<file path="src/rtl/decoder_3_8_chaser.sv">
// 3-to-8 one-hot LED decoder with a ping-pong chaser mode for the switch/LED board.
// All outputs are registered; pos is exported for the 7-segment display.
module decoder_3_8_chaser #(
  parameter int PRESCALE = 5000000,
  parameter int CNT_W    = 23
) (
  input  logic       clk,
  input  logic       rst,
  input  logic       en,
  input  logic       mode,
  input  logic [2:0] code,
  input  logic       code_valid,
  output logic [7:0] led,
  output logic [2:0] pos,
  output logic       step_pulse
);

  typedef enum logic [1:0] {
    IDLE,
    DIRECT,
    CHASE_UP,
    CHASE_DOWN
  } state_t;

  localparam logic [CNT_W-1:0] CNT_LAST = CNT_W'(PRESCALE - 1);

  state_t           state_q, state_d;
  logic [CNT_W-1:0] cnt_q, cnt_d;
  logic [2:0]       pos_q, pos_d;
  logic [7:0]       led_q, led_d;
  logic             step_q, step_d;
  logic             in_chase;

  function automatic logic [7:0] onehot(input logic [2:0] p);
    onehot = 8'd1 << p;
  endfunction

  assign in_chase = (state_q == CHASE_UP) || (state_q == CHASE_DOWN);

  always_comb begin
    // NOTE: every signal gets a default before any branch so no path can leave it unassigned and infer a latch.
    state_d = state_q;
    cnt_d   = '0;
    pos_d   = pos_q;
    led_d   = '0;
    step_d  = 1'b0;

    if (!en) begin
      state_d = IDLE;
    end else if (!mode) begin
      state_d = DIRECT;
      if (code_valid) begin
        pos_d = code;
        led_d = onehot(code);
      end
    end else if (!in_chase) begin
      // Entering the chase: light the retained position now, head away from the end we sit on.
      state_d = (pos_q == 3'd7) ? CHASE_DOWN : CHASE_UP;
      led_d   = onehot(pos_q);
    end else if (cnt_q != CNT_LAST) begin
      cnt_d = cnt_q + 1'b1;
      led_d = onehot(pos_q);
    end else begin
      step_d = 1'b1;
      if (state_q == CHASE_UP) begin
        pos_d = pos_q + 3'd1;
        if (pos_d == 3'd7) state_d = CHASE_DOWN;
      end else begin
        pos_d = pos_q - 3'd1;
        if (pos_d == 3'd0) state_d = CHASE_UP;
      end
      led_d = onehot(pos_d);
    end
  end

  always_ff @(posedge clk or posedge rst) begin
    if (rst) begin
      state_q <= IDLE;
      cnt_q   <= '0;
      pos_q   <= '0;
      led_q   <= '0;
      step_q  <= 1'b0;
    end else begin
      // NOTE: non-blocking assignments so every flop samples the pre-edge values together.
      state_q <= state_d;
      cnt_q   <= cnt_d;
      pos_q   <= pos_d;
      led_q   <= led_d;
      step_q  <= step_d;
    end
  end

  assign led        = led_q;
  assign pos        = pos_q;
  assign step_pulse = step_q;

endmodule

</file>
<file path="config.mk">
export PLATFORM = sky130hd
export DESIGN_NAME = decoder_3_8_chaser
export DESIGN_NICKNAME = d
export VERILOG_FILES = /design/src/rtl/decoder_3_8_chaser.sv
export SDC_FILE = /design/constraint.sdc
export NUM_CORES = 1
export LEC_CHECK = 0
export CORE_MARGIN = 5
export CORE_UTILIZATION = 57
export DETAILED_ROUTE_END_ITERATION = 8
export PLACE_DENSITY = 0.79
export SLEW_MARGIN = 20
export SYNTH_ARGS = -nofsm -noshare
export SYNTH_HDL_FRONTEND = slang
export SYNTH_SLANG_ARGS = --single-unit
</file>
<file path="constraint.sdc">
create_clock -name clk -period 2.4 [get_ports clk]
set_input_delay 0.48 -clock clk [delete_from_list [all_inputs] [get_ports clk]]
set_output_delay 0.48 -clock clk [all_outputs]
set_load 0.03 [all_outputs]
</file>
==> impl_metrics.sql <==
INSERT INTO impl_metrics (metric_group, metric, value, unit) VALUES
('status', 'run_status', 'completed', ''),
('timing', 'finClkSkew', '13.4', 'ps'),
('timing', 'final.period_utilization', '86.5', '%'),
('setup_path', 'crit_path_arrival_time', '2270', 'ps'),
('power', 'power_switching', '399', 'uW'),
('setup_path', 'critical_path.n_buffers_inverters', '0', ''),
('power', 'power_switching_share', '29.6', '%'),
('grt', 'grt_remaining_overflow', '0', ''),
('synth', 'async_reset_ff_share', '100', '%'),
('routing', 'post_drt_wl_per_cell', '15.0', 'um'),
('grt', 'vias_in_the_first_global_route', '1711', ''),
('timing', 'final.min_clock_period', '2080', 'ps'),
('synth', 'synth_enable_flop_cells', '0', ''),
('power', 'seqPwrFrac', '49.1', '%'),
('min_path', 'worstHoldPathType', 'reg2reg', ''),
('synth', 'seq_area_frac_synth', '43.8', '%'),
('finish', 'mostFrequentLayoutCell', 'sky130_fd_sc_hd__dfrtp_1', ''),
('min_path', 'worst_hold_path.num_cells', '1', ''),
('finish', 'stdcell_count', '299', ''),
('synth', 'syn_warnings', '0', ''),
('setup_path', 'worst-path-max-fanout', '8', ''),
('grt', 'grt_use_total', '19.8', '%'),
('setup_path', 'ff2ff_path_depth', '5', ''),
('setup_path', 'crit_path_end_kind', 'flip-flop', ''),
('clock_tree', 'clock_insertion_delay_worst_skew', '290', 'ps'),
('finish', 'antenna_cells', '0', ''),
('timing', 'rsz0062_at_grt', 'no', ''),
('finish', 'finalNetCount', '266', ''),
('synth', 'synth.distinct_cells', '41', ''),
('setup_path', 'worst_path_dominant_cell_family', 'simple AND/OR/NAND/NOR gates', ''),
('die', 'die_area', '5020', 'um2'),
('setup_path', 'worstPathCellList', 'ha_1 -> nand3_2 -> or4_1 -> or3_1 -> a21oi_1', ''),
('synth', 'synth_fp_nets', '241', ''),
('clock_tree', 'clock_tree.root_cell', 'sky130_fd_sc_hd__clkbuf_8', ''),
('routing', 'detail_route.wirelength', '4490', 'um'),
('placed_design', 'numPortBuffers', '19', ''),
('synth', 'syn-instance-count', '225', ''),
('power', 'vdd_ir_drop_max', '0.000443', 'V'),
('finish', 'layout.cells.most_common_list', 'sky130_fd_sc_hd__dfrtp_1, sky130_fd_sc_hd__clkdlybuf4s50_1, sky130_fd_sc_hd__nor2_1, sky130_fd_sc_hd__nand2_1, sky130_fd_sc_hd__a21oi_1', ''),
('finish', 'final_layout_size_suffix_gt1_share', '6.77', '%'),
('timing', 'worst_pin_slew', '456', 'ps'),
('clock_tree', 'clock_tree.htree_level_count', '2', ''),
('grt', 'antenna_violations_before_repair', '0', ''),
('power', 'clock_power_share', '30.4', '%'),
('die', 'rows', '22', ''),
('clock_tree', 'cts.repair_timing.setup_buffer_count', '0', ''),
('synth', 'synth_seq_cells', '37', ''),
('timing', 'timing.final.setup_violations', '0', ''),
('setup_path', 'category_of_the_critical_setup_timing_path', 'reg2reg', ''),
('grt', 'first_pass_grt_wire_length', '7920', 'um'),
('setup_path', 'critical-path-slowest-cell', 'sky130_fd_sc_hd__or4_1', ''),
('setup_path', 'slowest_delay', '670', 'ps'),
('power', 'combinationalPowerShare', '20.4', '%'),
('setup_path', 'critical_path_required', '2600', 'ps'),
('finish', 'areaGrowthSynthToFinish', '16.2', '%'),
('synth', 'avgSynthCellArea', '9.39', 'um2'),
('placed_design', 'place_congestion', '0.974', ''),
('routing', 'routed-via-count', '1788', ''),
('clock_tree', 'holdBufCountCts', '0', ''),
('synth', 'dominantRegCellSynth', 'sky130_fd_sc_hd__dfrtp_1', ''),
('timing', 'fmaxAchievable', '482', 'MHz'),
('timing', 'final-hold-violation-count', '0', ''),
('die', 'initial_core_util', '58.1', '%'),
('grt', 'grt_max_degree', '38', ''),
('clock_tree', 'max_root_sink_buffers', '2', ''),
('power', 'p_per_area', '549', 'nW/um2'),
('setup_path', 'timing.critical_path.depth', '5', ''),
('routing', 'drc', '0', ''),
('placed_design', 'dpl.hpwl', '3360', 'um'),
('die', 'floorplan.die.width', '70.9', 'um'),
('timing', 'relative_slew_slack', '69.6', '%');
## final cells by class
type / instances / area [um2] / area share [%]
Clock inverter: 2 / 10.0 / 0.408
Clock buffer: 6 / 72.6 / 2.96
Tap cell: 48 / 60.1 / 2.45
Timing Repair Buffer: 23 / 220 / 8.98
Inverter: 10 / 37.5 / 1.53
Multi-Input combinational cell: 173 / 1130 / 45.9
Sequential cell: 37 / 926 / 37.7
## logic make-up (layout without fill, tap and decap cells)
logic type / after synthesis / count (layout) / synth area share, %
AOI/OAI and AO/OA: 46 / 46 / 14.6
xor gates and xnor gates: 13 / 13 / 5.39
adders and majority gates: 8 / 8 / 4.74
buffers and inverters: 15 / 41 / 2.78
DFF: 37 / 37 / 43.8
muxes: 1 / 1 / 0.533
and+or+nand+nor: 105 / 105 / 28.1
## stage by stage
stage          hold WS (ps)  utilization [%]  worst slack [ps]  power [uW]
3_3_place_gp            465             65.3               337         945
5_1_grt                 511             67.5               202        1410
6_report                475             67.5               324        1350
2_1_floorplan           447                -               461         842
4_1_cts                 478             67.5               325        1360
3_5_place_dp            468             65.3               330         946
## state kept, by name, summed over array words and instances (netlist names)
register    count
led             8
step_pulse      1
state_q         2
pos             3
cnt_q          23
## worst register-to-register path: stages (launching register included)
cell	delay (ps)
sky130_fd_sc_hd__dfrtp_1	380
sky130_fd_sc_hd__ha_1	230
sky130_fd_sc_hd__nand3_2	130
sky130_fd_sc_hd__or4_1	670
sky130_fd_sc_hd__or3_1	410
sky130_fd_sc_hd__a21oi_1	170
## synth_stat cells (4+ instances only)
cell | count | area, um2
sky130_fd_sc_hd__and3_1 | 4 | 25.0
sky130_fd_sc_hd__xnor2_1 | 8 | 70.1
sky130_fd_sc_hd__inv_1 | 10 | 37.5
sky130_fd_sc_hd__nand2b_1 | 9 | 56.3
sky130_fd_sc_hd__nand4_1 | 7 | 43.8
sky130_fd_sc_hd__nand2_1 | 15 | 56.3
sky130_fd_sc_hd__xor2_1 | 5 | 43.8
sky130_fd_sc_hd__ha_1 | 8 | 100
sky130_fd_sc_hd__a221o_1 | 8 | 80.1
sky130_fd_sc_hd__nor2_1 | 18 | 67.6
sky130_fd_sc_hd__a21oi_1 | 14 | 70.1
sky130_fd_sc_hd__dfrtp_1 | 37 | 926
sky130_fd_sc_hd__o21ai_0 | 10 | 50.1
sky130_fd_sc_hd__or3_1 | 10 | 62.6
sky130_fd_sc_hd__nand3_1 | 10 | 50.1
sky130_fd_sc_hd__a31oi_1 | 4 | 25.0
sky130_fd_sc_hd__nor3_1 | 7 | 35.0
## metal layers
| metal | wire (um) | GRT usage [%] | vias up |
|---|---|---|---|
| li1 | - | - | 878 |
| met1 | 2050 | 28.2 | 850 |
| met2 | 2030 | 28.6 | 51 |
| met3 | 323 | 5.54 | 9 |
| met4 | 85 | 7.72 | 0 |
| met5 | 0 | 0 | - |
## path summary, 6_finish.rpt
path,startpoint,endpoint,slack [ps]
max,cnt_q[0],cnt_q[22],320
min,cnt_q[0],cnt_q[0],470
max reg2reg,cnt_q[0],cnt_q[22],320
min reg2reg,cnt_q[0],cnt_q[0],470
max in group asynchronous,rst,led[6],1470
min in group asynchronous,rst,pos[2],600
## power by group through the flow
stage | combinational, uW | sequential (uW) | clock [uW]
2_1_floorplan | 140 | 702 | 0
3_3_place_gp | 271 | 674 | 0
3_5_place_dp | 272 | 674 | 0
4_1_cts | 272 | 662 | 421
5_1_grt | 298 | 665 | 448
6_report | 275 | 662 | 410
Note: power is estimated with default switching activity, not from simulation.
